==> src/rtl/ysyx_25020047_lsu_pipe.sv <==
// ysyx_25020047_lsu_pipe: handshaked load/store unit sitting between EXU and WBU.
// Each accepted request issues at most one transaction on the memory bus.
// Stores get byte strobes. Loads are extracted from the aligned bus word and
// sign- or zero-extended according to funct3. Faults come back as error codes.
//
// Ports:
//   i_clk, i_rst_n                   clock, asynchronous active-low reset
//   i_req_*, o_req_ready             EXU request {is_store, funct3}, addr, wdata
//   o_resp_*, i_resp_ready           WBU result: data plus error code
//                                    (00 ok, 01 addr/op fault, 10 bus error, 11 timeout)
//   o_mem_req_*, i_mem_req_ready     bus request: we, aligned addr, lane data, strobes
//   i_mem_rsp_*                      bus response; always accepted, ignored outside WAIT
//
// state | meaning
// IDLE  | waiting for a request, req_ready high
// REQ   | bus request presented, payload held until mem_req_ready
// WAIT  | waiting for the bus response
// RESP  | result presented to WBU until resp_ready
module ysyx_25020047_lsu_pipe #(
  parameter int XLEN    = 32,
  parameter int TIMEOUT = 1024
) (
  input  logic              i_clk,
  input  logic              i_rst_n,
  input  logic              i_req_valid,
  output logic              o_req_ready,
  input  logic [3:0]        i_req_op,
  input  logic [31:0]       i_req_addr,
  input  logic [XLEN-1:0]   i_req_wdata,
  output logic              o_resp_valid,
  input  logic              i_resp_ready,
  output logic [XLEN-1:0]   o_resp_data,
  output logic [1:0]        o_resp_err,
  output logic              o_mem_req_valid,
  input  logic              i_mem_req_ready,
  output logic              o_mem_we,
  output logic [31:0]       o_mem_addr,
  output logic [XLEN-1:0]   o_mem_wdata,
  output logic [XLEN/8-1:0] o_mem_wstrb,
  input  logic              i_mem_rsp_valid,
  input  logic [XLEN-1:0]   i_mem_rsp_data,
  input  logic              i_mem_rsp_err
);

  localparam int NB = XLEN / 8;
  localparam int OB = (XLEN == 64) ? 3 : 2;

  localparam logic [1:0] S_IDLE = 2'd0;
  localparam logic [1:0] S_REQ  = 2'd1;
  localparam logic [1:0] S_WAIT = 2'd2;
  localparam logic [1:0] S_RESP = 2'd3;

  localparam logic [1:0] E_OK   = 2'b00;
  localparam logic [1:0] E_ADDR = 2'b01;
  localparam logic [1:0] E_BUS  = 2'b10;
  localparam logic [1:0] E_TMO  = 2'b11;

  logic [1:0]    r_state;
  logic [31:0]   r_cnt;
  logic [1:0]    r_sz;
  logic [OB-1:0] r_off;
  logic          r_sign;
  logic          r_store;

  logic            w_store;
  logic [2:0]      w_f3;
  logic [1:0]      w_sz;
  logic            w_legal;
  logic            w_mis;
  logic [OB-1:0]   w_off;
  logic [NB-1:0]   w_mask;
  logic [NB-1:0]   w_wstrb;
  logic [XLEN-1:0] w_wdata;
  logic [XLEN-1:0] w_sh;
  logic [XLEN-1:0] w_load;
  logic            w_tmo;

  assign w_store = i_req_op[3];
  assign w_f3    = i_req_op[2:0];
  assign w_sz    = w_f3[1:0];
  assign w_off   = i_req_addr[OB-1:0];

  always_comb begin
    w_legal = 1'b0;
    if (w_store) begin
      case (w_f3)
        3'b000, 3'b001, 3'b010: w_legal = 1'b1;
        3'b011:                 w_legal = (XLEN == 64);
        default:                w_legal = 1'b0;
      endcase
    end else begin
      case (w_f3)
        3'b000, 3'b001, 3'b010, 3'b100, 3'b101: w_legal = 1'b1;
        3'b011, 3'b110:                         w_legal = (XLEN == 64);
        default:                                w_legal = 1'b0;
      endcase
    end
  end

  always_comb begin
    w_mis  = 1'b0;
    w_mask = '0;
    case (w_sz)
      2'd0: begin w_mis = 1'b0;               w_mask = NB'(8'h01); end
      2'd1: begin w_mis = i_req_addr[0];      w_mask = NB'(8'h03); end
      2'd2: begin w_mis = |i_req_addr[1:0];   w_mask = NB'(8'h0F); end
      default: begin w_mis = |i_req_addr[2:0]; w_mask = NB'(8'hFF); end
    endcase
  end

  assign w_wstrb = w_mask << w_off;
  assign w_wdata = i_req_wdata << {w_off, 3'b000};

  // Load extraction works on the registered offset/size; the bus word is only
  // consumed on the WAIT->RESP edge, so resp_data stays registered.
  assign w_sh = i_mem_rsp_data >> {r_off, 3'b000};

  always_comb begin
    w_load = w_sh;
    case (r_sz)
      2'd0: begin
        if (r_sign) w_load = XLEN'($signed(w_sh[7:0]));
        else        w_load = XLEN'(w_sh[7:0]);
      end
      2'd1: begin
        if (r_sign) w_load = XLEN'($signed(w_sh[15:0]));
        else        w_load = XLEN'(w_sh[15:0]);
      end
      2'd2: begin
        if (r_sign) w_load = XLEN'($signed(w_sh[31:0]));
        else        w_load = XLEN'(w_sh[31:0]);
      end
      default: w_load = w_sh;
    endcase
  end

  assign w_tmo = (TIMEOUT != 0) && (r_cnt == 32'(TIMEOUT - 1));

  assign o_req_ready     = (r_state == S_IDLE);
  assign o_mem_req_valid = (r_state == S_REQ);
  assign o_resp_valid    = (r_state == S_RESP);

  always_ff @(posedge i_clk or negedge i_rst_n) begin
    if (!i_rst_n) begin
      r_state     <= S_IDLE;
      r_cnt       <= '0;
      r_sz        <= '0;
      r_off       <= '0;
      r_sign      <= 1'b0;
      r_store     <= 1'b0;
      o_resp_data <= '0;
      o_resp_err  <= E_OK;
      o_mem_we    <= 1'b0;
      o_mem_addr  <= '0;
      o_mem_wdata <= '0;
      o_mem_wstrb <= '0;
    end else begin
      case (r_state)
        S_IDLE: begin
          if (i_req_valid) begin
            r_cnt   <= '0;
            r_sz    <= w_sz;
            r_off   <= w_off;
            r_sign  <= ~w_f3[2];
            r_store <= w_store;
            if (w_legal && !w_mis) begin
              r_state     <= S_REQ;
              o_mem_we    <= w_store;
              o_mem_addr  <= {i_req_addr[31:OB], OB'(0)};
              o_mem_wdata <= w_wdata;
              o_mem_wstrb <= w_store ? w_wstrb : '0;
            end else begin
              r_state     <= S_RESP;
              o_resp_data <= '0;
              o_resp_err  <= E_ADDR;
              o_mem_we    <= 1'b0;
              o_mem_wstrb <= '0;
            end
          end
        end
        S_REQ: begin
          if (w_tmo) begin
            r_state     <= S_RESP;
            o_resp_data <= '0;
            o_resp_err  <= E_TMO;
            o_mem_we    <= 1'b0;
            o_mem_wstrb <= '0;
          end else begin
            r_cnt <= r_cnt + 32'd1;
            if (i_mem_req_ready) begin
              r_state     <= S_WAIT;
              o_mem_we    <= 1'b0;
              o_mem_wstrb <= '0;
            end
          end
        end
        S_WAIT: begin
          if (w_tmo) begin
            r_state     <= S_RESP;
            o_resp_data <= '0;
            o_resp_err  <= E_TMO;
          end else begin
            r_cnt <= r_cnt + 32'd1;
            if (i_mem_rsp_valid) begin
              r_state <= S_RESP;
              if (i_mem_rsp_err) begin
                o_resp_data <= '0;
                o_resp_err  <= E_BUS;
              end else begin
                o_resp_data <= r_store ? '0 : w_load;
                o_resp_err  <= E_OK;
              end
            end
          end
        end
        default: begin
          if (i_resp_ready) r_state <= S_IDLE;
        end
      endcase
    end
  end

endmodule

==> config.mk <==
export PLATFORM = sky130hd
export DESIGN_NAME = ysyx_25020047_lsu_pipe
export DESIGN_NICKNAME = d
export VERILOG_FILES = /design/src/rtl/ysyx_25020047_lsu_pipe.sv
export SDC_FILE = /design/constraint.sdc
export NUM_CORES = 1
export LEC_CHECK = 0
export CORE_ASPECT_RATIO = 1.4
export CORE_MARGIN = 2
export CORE_UTILIZATION = 30
export DETAILED_ROUTE_END_ITERATION = 10
export HOLD_SLACK_MARGIN = 0.02
export PLACE_DENSITY_LB_ADDON = 0.3
export REMOVE_ABC_BUFFERS = 1
export SYNTH_ARGS = -nofsm -noshare
export SYNTH_HDL_FRONTEND = slang
export SYNTH_SLANG_ARGS = --single-unit
==> constraint.sdc <==
create_clock -name i_clk -period 4.45 [get_ports i_clk]
set_input_delay 0.6675 -clock i_clk [delete_from_list [all_inputs] [get_ports i_clk]]
set_output_delay 0.6675 -clock i_clk [all_outputs]
set_load 0.01 [all_outputs]
==> flow_metrics.tcl <==
set metrics [dict create \
    status "completed" \
    synthTopCellsByCount "141 x dfrtp_1, 74 x nand2_1, 53 x mux2_2, 51 x nor2_1, 51 x o21ai_0" \
    root_buffer "clkbuf_16" \
    worst_slack_ns 1.42 \
    synth-edff-count 0 \
    path_clk_slew_ns 0.06 \
    drive_above_1_share_pct 13.3 \
    cp-end-kind "flip-flop" \
    crit_type "flip-flop to flip-flop" \
    period_minus_slack_ns 3.03 \
    ir_drop_uv 310 \
    dp_slack_ns 1.24 \
    nets 1021 \
    routed-via-count 6165 \
    synth.avg_cell_area_sq_um 10.3 \
    synth_top_area_cell "dfrtp_1" \
    cts_tree "done" \
    finClkSkew_ns 0.00807 \
    insertion_delay_ns 0.42 \
    antenna_left 0 \
    io_buffers 210 \
    ys_ff_latch 141 \
    ys_seq_area_share_pct 48.0 \
    fin_hold_ws_ns 0.354 \
    grt_usage_pct 16.8 \
    yosysMostFrequentCell "dfrtp_1" \
    synth_top_cell_area_share_pct 48.0 \
    clock_path_buffers 2 \
    holdBufCountCts 0 \
    met3_wirelength_microns 1180 \
    leakagePower_uw 0.00436 \
    met2_length_microns 10400 \
    power.density_nw_per_um2 599 \
    io_pins 213 \
    finalSetupViolCount 0 \
    numCtsBuffers 17 \
    relSlewSlack_pct 30.5 \
    power_uw 6200 \
    fmax_mhz 330 \
    routedLengthMet1_microns 9050 \
    hold_viol 0 \
    synth_area_sq_um 7360 \
    required_ns 4.76 \
    area_growth_pct 40.6 \
    cp-start-kind "flip-flop" \
    gp_congestion 0.820 \
    fp-row-count 67 \
    grt_max_degree 109 \
    grt_pass1_vias 6352 \
    maxCapViolations 0 \
    post_cts_buffers 0 \
    hpwl_microns 15100 \
    htree_levels 4 \
    first_iter_violations 333 \
    post_drt_wl_per_cell_microns 17.3 \
    synth_cells 715 \
    viasPerCell 5.00 \
    core_sq_um 24100 \
    fin_crit_sh_pct 68.2 \
    grt_pass1_wl_microns 33900 \
    fillerInstances 2347 \
    path_max_fanout 17 \
    slew_viol_final 0 \
    start_util_pct 30.6 \
    grt_overflow 0 \
    rsz0062_at_grt "false" \
    top_layer "met4" \
    routed_wl_microns 21300 \
    ys.flop_type "dfrtp_1" \
    r2r_setup_slack_ns 1.42 \
    finalSetupTns_ns 0 \
    final_core_utilization_pct 43.0 \
    die_area_sq_um 25800 \
    yosysWarnings 0 \
    ys_top_cells_by_area "dfrtp_1 48%, mux2_2 8.1%, mux2i_1 5.2%" \
    drt_pass1_iterations 4 \
    ctsResizeCount 0 \
    cp-startpoint "r_cnt[17]" \
    die_h_microns 189 \
    drc_errors 0 \
    tightest_slew_ns 1.04 \
    antenna_found_initial 1 \
    die_w_microns 136 \
    synthArstFlopShare_pct 100 \
    synth_cell_types 53 \
    crit-reg2reg-launch "r_cnt[17]" \
    cts_num_sinks 141 \
    crit_arrival_ns 3.35 \
    min_path_type "primary input to asynchronous set/reset pin" \
]
stage by stage:
step                std cells  instance area (sq um)
detailed placement       1200                   9720
finish                   1233                  10300
global placement         1200                   9720
global route             1233                  10300
floorplan                 669                   7140
CTS                      1232                  10300
path summary, 6_finish.rpt:
kind	endpoint	depth (start not counted)
max in group asynchronous	o_mem_wdata[30]	2
min	r_cnt[2]	1
min in group i_clk	o_mem_wdata[10]	2
max	o_resp_data[30]	6
max reg2reg	o_resp_data[30]	6
min reg2reg	o_mem_wdata[10]	2
cells by family after synthesis:
logic type,Yosys count,synth area share [%]
simple gates,241,16.7
compound gates,151,13.4
flops,141,48.0
mux,104,15.9
buf+inv,58,3.49
xor+xnor,14,1.67
fa+ha+maj,5,0.850
other cells,1,0.0510
placed cells by master (no fill, tap or decap), types with 4 or more instances in the layout:
| cell | n |
|---|---|
| a211oi_1 | 25 |
| a21oi_1 | 32 |
| a22o_1 | 16 |
| and2_1 | 8 |
| and3_1 | 4 |
| buf_4 | 11 |
| clkbuf_16 | 17 |
| clkdlybuf4s50_1 | 207 |
| clkinvlp_4 | 4 |
| dfrtp_1 | 141 |
| ha_1 | 5 |
| inv_1 | 11 |
| inv_6 | 5 |
| mux2_2 | 53 |
| mux2_4 | 13 |
| mux2i_1 | 38 |
| nand2_1 | 74 |
| nand3_1 | 16 |
| nand4_1 | 17 |
| nor2_1 | 51 |
| nor2b_1 | 20 |
| nor3_1 | 10 |
| nor4_1 | 10 |
| o211ai_1 | 4 |
| o21ai_0 | 51 |
| o31ai_1 | 8 |
| or3_1 | 5 |
| or4_1 | 8 |
| xor2_1 | 11 |
power by group:
group / switching [uW] / leakage, uW / internal [uW] / total [uW]
Combinational: 1300 / 0.00222 / 1380 / 2680
Clock: 588 / 0.000291 / 907 / 1490
Sequential: 315 / 0.00185 / 1710 / 2020
worst max-delay path, cell delays in order, from the launching register on:
cell     delay [ns]
dfrtp_1        0.43
or4_1          0.52
or4_1          0.60
o31ai_4        0.78
nor4b_2        0.14
buf_4          0.24
a22o_1         0.21
routing by layer:
metal  global-route usage [%]  vias up
met5                        0        -
met4                     8.05        0
met1                     20.3     2976
met3                     3.86       35
met2                     28.1      193
li1                         -     2961
registers in the layout (all words and copies together) (netlist names):
register     cells
o_mem_addr      30
o_mem_wdata     32
o_mem_we         1
o_mem_wstrb      4
o_resp_data     32
o_resp_err       2
r_cnt           32
r_off            2
r_sign           1
r_state          2
r_store          1
r_sz             2
area by class of cell:
cell class / count / area [sq um] / area share [%]
tap: 310 / 388 / 3.75
timing repair buffer: 221 / 2180 / 21.0
sequential: 141 / 3530 / 34.1
antenna: 1 / 2.50 / 0.0242
clock buffer: 18 / 439 / 4.25
inverter: 11 / 41.3 / 0.399
multi-input combinational: 517 / 3590 / 34.7
clock inverter: 14 / 181 / 1.75
(Power assumes the default switching activity.)
